**config.mk**
```make
export PLATFORM = sky130hd
export DESIGN_NAME = psg_bus_arb_n
export DESIGN_NICKNAME = d
export VERILOG_FILES = /design/src/rtl/psg_arb_pkg.sv /design/src/rtl/psg_arb_pick.sv /design/src/rtl/psg_bus_arb_n.sv
export SDC_FILE = /design/constraint.sdc
export NUM_CORES = 1
export LEC_CHECK = 0
export BUFFER_PORTS_ARGS = -buffer_cell sky130_fd_sc_hd__buf_2
export CAP_MARGIN = 20
export CORE_UTILIZATION = 35
export CTS_CLUSTER_SIZE = 28
export DETAILED_ROUTE_END_ITERATION = 6
export PLACE_DENSITY = 0.66
export SLEW_MARGIN = 20
export SYNTH_ARGS = -nofsm -noshare
export SYNTH_HDL_FRONTEND = slang
export SYNTH_SLANG_ARGS = --single-unit
```
**constraint.sdc**
```tcl
create_clock -name clk -period 3.8 [get_ports clk]
set_clock_uncertainty 0.05 [all_clocks]
set_input_delay 0.38 -clock clk [delete_from_list [all_inputs] [get_ports clk]]
set_output_delay 0.38 -clock clk [all_outputs]
set_load 0.05 [all_outputs]
```
**src/rtl/psg_arb_pkg.sv**
```systemverilog
// Shared constants and helpers for the psg bus arbiter: channel-count limits,
// owner-index width and default watchdog limit.
package psg_arb_pkg;

  localparam int NCH_MIN     = 2;
  localparam int NCH_MAX     = 16;
  localparam int TMO_DEFAULT = 255;
  localparam int TMO_MAX     = 65535;
  localparam int CNT_W       = 16;

  // Width of the owner index; never below one bit.
  function automatic int seln_w(input int n);
    return (n > 2) ? $clog2(n) : 1;
  endfunction

endpackage

```
**src/rtl/psg_arb_pick.sv**
```systemverilog
// Combinational rotating-mask priority picker: the first asserted request at
// or above i_start wins, otherwise the search wraps to the lowest request.
import psg_arb_pkg::*;

module psg_arb_pick #(
  parameter int NCH = 8,
  parameter int SW  = seln_w(NCH)
) (
  input  logic [NCH-1:0] i_req,
  input  logic [SW-1:0]  i_start,
  output logic [NCH-1:0] o_gnt,
  output logic [SW-1:0]  o_idx,
  output logic           o_any
);

  localparam logic [NCH-1:0] ONE = NCH'(1);

  logic [NCH-1:0] w_mask;
  logic [NCH-1:0] w_hi;
  logic [NCH-1:0] w_src;

  // Bits at or above the start index; the wrap falls back to the full vector.
  assign w_mask = ~((ONE << i_start) - ONE);
  assign w_hi   = i_req & w_mask;
  assign w_src  = (|w_hi) ? w_hi : i_req;
  assign o_gnt  = w_src & (~w_src + ONE);
  assign o_any  = |i_req;

  always_comb begin
    o_idx = '0;
    for (int i = 0; i < NCH; i++) begin
      if (o_gnt[i]) o_idx = o_idx | SW'(i);
    end
  end

endmodule

```
**src/rtl/psg_bus_arb_n.sv**
```systemverilog
// N-channel bus arbiter, fixed or round-robin priority, with optional
// watchdog re-arbitration compiled in by defining PSG_ARB_WDOG_EN.
import psg_arb_pkg::*;

module psg_bus_arb_n #(
  parameter int NCH = 8,
  parameter int RR  = 1,
  parameter int TMO = TMO_DEFAULT
) (
  input  logic                    clk,
  input  logic                    rst,
  input  logic                    ce,
  input  logic                    ack,
  input  logic [NCH-1:0]          req,
  output logic [NCH-1:0]          sel,
  output logic [seln_w(NCH)-1:0]  seln,
  output logic                    gnt_vld,
  output logic                    timeout
);

  localparam int SW = seln_w(NCH);
  localparam logic [CNT_W-1:0] TMO_C = CNT_W'(TMO);

  logic [NCH-1:0] r_sel;
  logic [SW-1:0]  r_seln;
  logic           r_gnt_vld;

  logic           w_expire;
  logic           w_event;
  logic [SW-1:0]  w_start;
  logic [NCH-1:0] w_gnt;
  logic [SW-1:0]  w_idx;
  logic           w_any;

  // Handshake: ack is a level qualified by ce; each cycle with ce & ack ends the
  // current transfer and re-arbitrates, ack with ce low is dropped, not stored.
  assign w_event = ce & (ack | w_expire);

  // Round-robin searches from the slot after the owner; before any grant, from 0.
  assign w_start = (RR != 0 && r_gnt_vld)
                   ? ((r_seln == SW'(NCH - 1)) ? '0 : r_seln + SW'(1))
                   : '0;

  psg_arb_pick #(.NCH(NCH), .SW(SW)) u_pick (
    .i_req   (req),
    .i_start (w_start),
    .o_gnt   (w_gnt),
    .o_idx   (w_idx),
    .o_any   (w_any)
  );

  always_ff @(posedge clk) begin
    if (rst) begin
      r_sel     <= '0;
      r_seln    <= '0;
      r_gnt_vld <= 1'b0;
    end else if (w_event && w_any) begin
      r_sel     <= w_gnt;
      r_seln    <= w_idx;
      r_gnt_vld <= 1'b1;
    end
  end

`ifdef PSG_ARB_WDOG_EN
  logic [CNT_W-1:0] r_wcnt;

  assign w_expire = ce & (r_wcnt == TMO_C);
  // An ack landing in the expiry cycle is a normal completion, so no pulse.
  assign timeout  = w_expire & ~ack & ~rst;

  always_ff @(posedge clk) begin
    if (rst) begin
      r_wcnt <= '0;
    end else if (ce) begin
      if (ack || w_expire) r_wcnt <= '0;
      else if (r_gnt_vld && r_wcnt != TMO_C) r_wcnt <= r_wcnt + CNT_W'(1);
    end
  end
`else
  logic w_unused_tmo;

  assign w_unused_tmo = ^TMO_C;
  assign w_expire     = 1'b0;
  assign timeout      = 1'b0;
`endif

  assign sel     = r_sel;
  assign seln    = r_seln;
  assign gnt_vld = r_gnt_vld;

endmodule

```
# Word level (Yosys, flattened, before mapping)
# Cells that the tools add are included.
[totals]
regBits = 12
inputBits = 12
[classes]
n_addsub = 3
n_eq_ne = 1
n_shift = 1
mux = 10
bitwise_logic = 5
reduce_logical = 3
[ops]
columns = ["operator", "count"]
rows = [
  ["3-bit 2-to-1 mux", 6],
  ["8-bit bitwise AND", 2],
  ["8-bit NOT", 2],
  ["8-bit OR reduction", 2],
  ["8-bit by 1-bit adder with 8-bit output, second input constant", 1],
  ["8-bit 2-to-1 mux", 1],
  ["1-bit by 3-bit left shift with 8-bit output, first input constant", 1],
  ["8-bit by 1-bit subtractor with 8-bit output, second input constant", 1],
  ["2-bit 2-to-1 mux", 2],
  ["3-bit by 1-bit adder with 3-bit output, second input constant", 1],
  ["3-bit == test, second input constant", 1],
  ["1-bit bitwise AND", 1],
  ["1-bit logical AND", 1],
  ["1-bit 2-to-1 mux", 1],
]

# Depth between registers and ports, before layout
# Gate-level depths: netlist (run 1).
[logic_depth]
depth_word = 19
mapped_depth = 13
depth_no_buf = 13

# Cells and area by module
# A second synthesis (run 1) with hierarchy kept.
[hier_totals]
hier_cells = 121
area_unflattened_um2 = 1047.3
[by_module_without_submodules]
columns = ["mod", "instances", "cells_each", "area_each_um2"]
rows = [
  ["psg_bus_arb_n", 1, 58, 585.6],
  ["psg_arb_pick", 1, 63, 461.7],
]

# Worst setup path after synthesis (run 1)
# OpenSTA, ideal clock, no wires.
[synth_timing]
path_kind = "register to register"
from = "reg r_seln[0], in the netlist seln[0]"
to = "reg r_seln[0], in the netlist seln[0]"
t_arrival_ns = 3.581
required_time_ns = 3.621
slack_ns = 0.040
stages_incl_launch_ff = 13
cell_sequence = "dfxtp_1 -> ha_1 -> ha_1 -> buf_4 -> o31ai_1 -> inv_1 -> ha_1 -> a221o_1 -> a221o_1 -> o41a_1 -> o2111a_1 -> nand4_2 -> nand4_1"
[synth_between]
elab_chain_len = 19
elab_cells_between_ends = 20
[synth_lines]
columns = ["element", "line_no", "source"]
rows = [
  ["start, declared", "psg_bus_arb_n.sv:25", "logic [SW-1:0] r_seln;"],
  ["start signal, assigned", "psg_bus_arb_n.sv:59", "r_seln <= w_idx;"],
  ["3-bit by 1-bit adder with 3-bit output or 3-bit == test (tied branches)", "psg_bus_arb_n.sv:41", "? ((r_seln == SW'(NCH - 1)) ? '0 : r_seln + SW'(1))"],
  ["3-bit 2-to-1 mux * (2 in a row)", "psg_bus_arb_n.sv:41", ""],
  ["1-bit by 3-bit left shift with 8-bit output *", "psg_arb_pick.sv:23", "assign w_mask = ~((ONE << i_start) - ONE);"],
  ["8-bit by 1-bit subtractor with 8-bit output *", "psg_arb_pick.sv:23", ""],
  ["8-bit NOT *", "psg_arb_pick.sv:23", ""],
  ["8-bit bitwise AND *", "psg_arb_pick.sv:24", "assign w_hi = i_req & w_mask;"],
  ["8-bit OR reduction", "psg_arb_pick.sv:25", "assign w_src = (|w_hi) ? w_hi : i_req;"],
  ["8-bit 2-to-1 mux *", "psg_arb_pick.sv:25", ""],
  ["8-bit NOT", "psg_arb_pick.sv:26", "assign o_gnt = w_src & (~w_src + ONE);"],
  ["8-bit by 1-bit adder with 8-bit output", "psg_arb_pick.sv:26", ""],
  ["8-bit bitwise AND *", "psg_arb_pick.sv:26", ""],
  ["1-bit 2-to-1 mux", "psg_arb_pick.sv:32", "if (o_gnt[i]) o_idx = o_idx | SW'(i);"],
  ["2-bit 2-to-1 mux (2 in a row)", "psg_arb_pick.sv:32", ""],
  ["3-bit 2-to-1 mux (3 in a row)", "psg_arb_pick.sv:32", ""],
  ["3-bit 2-to-1 mux *", "psg_arb_pick.sv:32", ""],
]
# Every way passes the cells marked *; elsewhere a longest branch is shown, timed or not.
# A chain may end at the register's enable or synchronous reset.

# Worst setup path in the final report (run 1)
# Same ends and word-level chain as after synthesis.

==> results of run 1 <==
==> path summary, 6_finish.rpt <==
| kind | start | endpoint | slack, ps | cells past startpoint |
|---|---|---|---|---|
| worst min-delay path | rst | sel[6] | 370 | 2 |
| worst max-delay path | seln[0] | seln[0] | 280 | 11 |
| worst min register to register | sel[0] | sel[0] | 410 | 2 |
| worst max register to register | seln[0] | seln[0] | 280 | 11 |
==> power breakdown <==
part	leakage (nW)	internal, mW	switching [mW]	total (mW)
clock	0.0138	0.0366	0.0384	0.0750
sequential	0.0976	0.131	0.00454	0.135
combinational	0.368	0.0372	0.0831	0.120
==> what timing repair did <==
item,in CTS,in global routing
endpoints found under the setup margin,0,2
buffers inserted,0,0
gates resized for setup,0,2
hold buffers,0,0
==> through the flow <==
step,power [mW],cells,instance area [um2],hold slack [ps],worst slack [ps]
finish,0.3304,176,1115,366.9,277.5
global route,0.3490,176,1115,385.8,84.17
CTS,0.3293,176,1104,362.5,242.8
detailed placement,0.2547,173,1081,397.0,256.5
global placement,0.2536,173,1081,388.6,315.6
floorplan,0.2242,123,939.7,477.6,39.89
==> area by class of cell <==
class	count	area, um2	share of cell area, %
tap	30	37.54	3.367
timing repair buffer	25	130.1	11.67
clock buffer	3	22.52	2.020
inverter	6	22.52	2.020
multi-input combinational	100	661.9	59.37
sequential	12	240.2	21.55
==> cells by family after synthesis <==
group / count (synthesis) / synth area share (%)
simple gates: 56 / 30.23
compound gates: 37 / 31.29
flops: 12 / 25.57
buf+inv: 11 / 5.192
mux: 3 / 3.329
fa+ha+maj: 3 / 3.995
other cells: 1 / 0.3991
==> layer usage <==
layer | routed length (um) | GRT usage [%] | vias up | share of wire (%)
met5 | 0 | 0 | - | 0
met4 | 9 | 8.333 | 0 | 0.35
met3 | 88 | 1.130 | 2 | 3.4
met2 | 1253 | 33.13 | 27 | 48
met1 | 1246 | 26.95 | 488 | 48
li1 | - | - | 526 | -
==> cell usage after synthesis, types with 2 or more instances <==
library cell,instances
nand2_1,14
nand3_1,13
dfxtp_1,12
nor2_1,11
a21oi_1,10
inv_1,6
nand4_1,6
o21ai_0,5
o211ai_1,4
clkbuf_1,3
ha_1,3
o2111ai_1,3
a221o_1,2
buf_4,2
mux2i_1,2
nor3_1,2
==> state kept, by name, indices dropped and copies added, names as in the netlist <==
register,count
gnt_vld,1
sel,8
seln,3
==> summary.md, run 1 <==
| Metric | Value |
|---|---|
| Net count after synthesis | `138` |
| DRC Markers | `0` |
| Max clock buf depth | `2` |
| Critical path type | `flip-flop to flip-flop` |
| Cts bufs inserted | `3` |
| WP data required | `3890 ps` |
| Commonest non-fill, non-tap cell in the layout | `buf_2` |
| Mean number of vias per cell | `5.926` |
| Max incr delay on CP | `500 ps` |
| Num Clock Sinks | `12` |
| CP Buf/Inv Count | `1` |
| Starting density of the core | `37.59%` |
| Die width | `53.82 um` |
| Core area | `2500 um2` |
| Gr usage total | `20.11%` |
| Final Hold Viols | `0` |
| Highest-delay cell along the critical path | `o41a_1` |
| Post-synth top flop | `dfxtp_1` |
| Fillers | `272` |
| Total negative slack | `0 ps` |
| Nets | `163` |
| Total iterations of the first detailed-routing run | `4` |
| Clock network latency to the later pin of the worst-skew pair | `260 ps` |
| H-Tree Depth | `1` |
| Global-route wire length before repair | `4250 um` |
| Core Util, Final | `44.59%` |
| YS warnings | `0` |
| Min Tclk post-route | `3523 ps` |
| ANT cells | `0` |
| Synth top area cells | `dfxtp_1 26%, nand3_1 6.9%, nand2_1 5.6%` |
| Status | `finished, final reports clean` |
| Final setup viols | `0` |
| Post-Syn Area | `939.7 um2` |
| Die area | `2896 um2` |
| Layout cells sized above 1 | `23.97%` |
| Critical path data arrival time | `3610 ps` |
| CP max FO | `4` |
| Final HPWL DP | `2106 um` |
| Synth cell types | `41` |
| Number of synthesized flops with an enable pin | `0` |
| # rows | `18` |
| CP dominant cell by count | `ha_1` |
| PwrDens | `296.4 nW/um2` |
| Register bit count reported by yosys | `12` |
| Area growth from synthesis to layout | `18.64%` |
| Post-route clock period utilization | `92.70%` |
| Placer Congestion | `0.9019` |
| Ys async rst share | `0%` |
| Congestion Overflow GR | `0` |
| Die height | `53.82 um` |
| Worst VDD drop | `0.2131 mV` |
| RSZ-0062 raised after global routing | `no` |
| Wire per inst | `14.76 um` |
| Post-Route WL | `2598 um` |
| Initial antenna violation count | `0` |
| Largest delay share family, worst path | `compound AO/OA/AOI/OAI gates` |
| Fin. max-slew vios | `0` |
| Commonest cells after routing, fill and taps aside | `23 x buf_2, 14 x nand2_1, 13 x nand3_1` |
| Yosys top cell by area | `dfxtp_1` |
| Clock root buffer | `clkbuf_4` |
| Syn avg cell area | `7.639 um2` |
| Largest net degree at the start of global routing | `15` |
| CTS tree | `built` |
| Clock-pin slew on the worst setup and hold paths | `70 ps` |
| Startpoint Class | `flip-flop` |
| 1st-iter DRT viols | `22` |
| MaxCap Viol Count | `0` |
| Hold Path Class | `primary input to flip-flop` |
| Routed vias | `1043` |
| Yosys top cell area share | `25.57%` |
| Detail Route Antenna Nets | `0` |
| Gate Count Post-Synth | `123` |
| Crit end category | `flip-flop` |
| Post-synthesis sequential area ratio | `25.57%` |
| I/O pin cnt | `25` |
| IO buf count | `23` |
| Leak | `0.4798 nW` |
| Worst path cell trace | `ha_1 -> ha_1 -> o31ai_2 -> inv_1 -> ha_1 -> a221o_1 -> a221o_1 -> o41a_1 -> o2111a_1 -> nand4_2 -> nand4_1` |
| Vias in the first global route | `953` |
| F_max | `0.2839 GHz` |
(Power assumes the default switching activity.)
==> run 2: changes to the inputs <==
--- a/config.mk
+++ b/config.mk
@@ -10,8 +10,9 @@
 export CORE_UTILIZATION = 35
 export CTS_CLUSTER_SIZE = 28
 export DETAILED_ROUTE_END_ITERATION = 6
-export PLACE_DENSITY = 0.66
+export PLACE_DENSITY = 0.65
 export SLEW_MARGIN = 20
 export SYNTH_ARGS = -nofsm -noshare
 export SYNTH_HDL_FRONTEND = slang
+export SYNTH_HIERARCHICAL = 1
 export SYNTH_SLANG_ARGS = --single-unit
==> summary.md, run 2 <==
| Metric | Value |
|---|---|
| Routed vias | `889` |
| Detail Route Antenna Nets | `0` |
| Simple-gate share of the synthesized area | `37.99%` |
| Global-route wire length before repair | `3498 um` |
| Fillers | `300` |
| WP data required | `3900 ps` |
| Main combinational cell family by area after synthesis | `simple AND/OR/NAND/NOR gates` |
| Failing checks | `DRC` |
| YS warnings | `6` |
| Mean number of vias per cell | `5.169` |
| Die width | `56.70 um` |
| Num Clock Sinks | `12` |
| Syn avg cell area | `8.655 um2` |
| Critical path type | `flip-flop to flip-flop` |
| Clock-pin slew on the worst setup and hold paths | `70 ps` |
| RSZ-0062 raised after global routing | `no` |
| Register bit count reported by yosys | `12` |
| Final HPWL DP | `1656 um` |
| Sw frac | `31.48%` |
| Top-count cell post-synth | `nand2b_1` |
| Max reg flops | `8` |
| Critical path data arrival time | `2910 ps` |
| Clock network latency to the later pin of the worst-skew pair | `270 ps` |
| 1st-iter DRT viols | `30` |
| Total chip power | `292.3 uW` |
| Compound-Gate Fraction of Synth Area | `19.83%` |
| Layout cells sized above 1 | `29.08%` |
| Gate Count Post-Synth | `121` |
| Post-Syn Area | `1047 um2` |
| Wire per inst | `11.98 um` |
| Switch Pwr | `92.03 uW` |
| H-Tree Depth | `1` |
| Final setup viols | `0` |
| Combinational power share | `29.2%` |
| Fin area | `1176 um2` |
| Internal power | `200.3 uW` |
| Total negative slack | `0 ps` |
| Placed Instance Area | `1154 um2` |
| Total iterations of the first detailed-routing run | `6` |
| Final std cells w/o fill | `172` |
| Post-synth top flop | `dfxtp_1` |
| Mux share of post-synthesis cell area | `10.51%` |
| CTS tree | `built` |
| Status | `complete, but fails checks` |
| Power share of the sequential group | `45.0%` |
| Post-synthesis sequential area ratio | `22.94%` |
| Final Hold Viols | `0` |
| Synth cell types | `43` |
| Part of the power in the clock network | `25.8%` |
| Congestion Overflow GR | `0` |
| F_max | `0.3551 GHz` |
| Placer Congestion | `0.8513` |
| Worst VDD drop | `0.09169 mV` |
| # rows | `19` |
| Leak | `0.4894 nW` |
| Starting density of the core | `37.33%` |
| Yosys top cell by area | `dfxtp_1` |
| Die height | `56.70 um` |
| Largest net degree at the start of global routing | `24` |
| Area growth from synthesis to layout | `12.31%` |
| Synth top area cells | `dfxtp_1 23%, nand2b_1 14%, mux2i_1 11%` |
| Core Util, Final | `41.93%` |
| Post-Route WL | `2060 um` |
| MaxCap Viol Count | `0` |
| Startpoint Class | `flip-flop` |
| Ys async rst share | `0%` |
| Number of synthesized flops with an enable pin | `0` |
| Clock root buffer | `clkbuf_4` |
| Initial antenna violation count | `0` |
| Min Tclk post-route | `2816 ps` |
| Die area | `3215 um2` |
| Post-synth top cells | `24 x nand2b_1, 12 x dfxtp_1, 11 x mux2i_1, 9 x nor2_1, 6 x nand2_1` |
| Resized cells post-CTS | `0` |
| Vias in the first global route | `787` |
| Yosys top cell area share | `22.94%` |
| Gr usage total | `13.70%` |
| Net count after synthesis | `135` |
| Core area | `2805 um2` |
| IO buf count | `23` |
| Post-Synth Adder-Cell Area | `2.389%` |
| Post-route clock period utilization | `74.10%` |
| ANT cells | `0` |
| Dpl cells | `169` |
| Commonest non-fill, non-tap cell in the layout | `nand2b_1` |
| Max clock buf depth | `2` |
| Commonest cells after routing, fill and taps aside | `24 x nand2b_1, 23 x buf_2, 12 x dfxtp_1` |
| Setup Buffers After CTS | `0` |
| Post-CTS Hold Fix Bufs | `0` |
| DRC Markers | `2` |
| CP max FO | `11` |
| Synth Area in XOR/XNOR | `0%` |
| Cts bufs inserted | `3` |
| Fin. max-slew vios | `0` |
| Nets | `157` |
| PwrDens | `248.6 nW/um2` |
| I/O pin cnt | `25` |
| Crit end category | `flip-flop` |
| Hold Path Class | `primary input to flip-flop` |
[run 2: changes by cell type in the layout (fill, tap and decap cells not counted), sizes merged, moves of 3 or more]
cell / previous run / this run
nand2b: 0 / 25
nand3: 13 / 3
mux2i: 2 / 11
nand2: 15 / 7
nand4: 7 / 0
a21oi: 10 / 6
a31oi: 0 / 4
inv: 6 / 2
o211ai: 4 / 0
a21boi: 0 / 3
and3: 1 / 4
o2111ai: 3 / 0
[run 2: logic make-up after synthesis]
| group | Yosys count |
|---|---|
| and+or+nand+nor | 61 |
| DFF | 12 |
| AOI/OAI and AO/OA | 25 |
| other | 1 |
| muxes | 11 |
| adders and majority gates | 2 |
| buffers and inverters | 9 |
[run 2: metal layers]
metal | GRT usage [%] | up-vias | share of wire [%]
li1 | - | 464 | -
met4 | 6.071 | 0 | 1.5
met2 | 20.24 | 20 | 43
met3 | 1.382 | 4 | 2.8
met1 | 19.86 | 401 | 52
met5 | 0 | - | 0
[run 2: through the flow]
stage	worst slack [ps]	hold WS, ps
after floorplan	738.7	487.2
after global placement	1066	408.6
after detailed placement	1015	410.2
after CTS	1007	330.1
after global routing	863.3	359.6
final	984.0	333.8
[run 2: worst paths after layout]
path           start       to  slack (ps)  cells after the start
min reg2reg   sel[1]   sel[1]         430                      2
min              ack  gnt_vld         330                      3
max          seln[0]   sel[3]         980                     10
max reg2reg  seln[0]   sel[3]         980                     10
[run 2: worst max-delay path, stage by stage, from the launching register on]
cell	delay, ps
dfxtp_1	330
ha_1	200
ha_1	260
and2_1	270
or4b_4	520
and3_1	170
a22o_1	200
nor2_1	130
nand3_1	130
and3_4	290
mux2i_1	140
[run 2: final cells by class]
cell class | instances | area [um2] | share of cell area, %
clock buffers | 3 | 22.52 | 1.915
multi-input cells | 100 | 744.5 | 63.30
well taps | 31 | 38.79 | 3.298
repair buffers | 24 | 122.6 | 10.43
flip-flops and latches | 12 | 240.2 | 20.43
inverters | 2 | 7.507 | 0.6383
[run 2: power by group through the flow]
stage | logic (mW) | clock network (mW) | registers, mW
final | 0.0854 | 0.0754 | 0.132
after global routing | 0.0934 | 0.0800 | 0.132
after CTS | 0.0860 | 0.0785 | 0.132
after detailed placement | 0.0858 | 0 | 0.135
after global placement | 0.0851 | 0 | 0.134
after floorplan | 0.0563 | 0 | 0.146
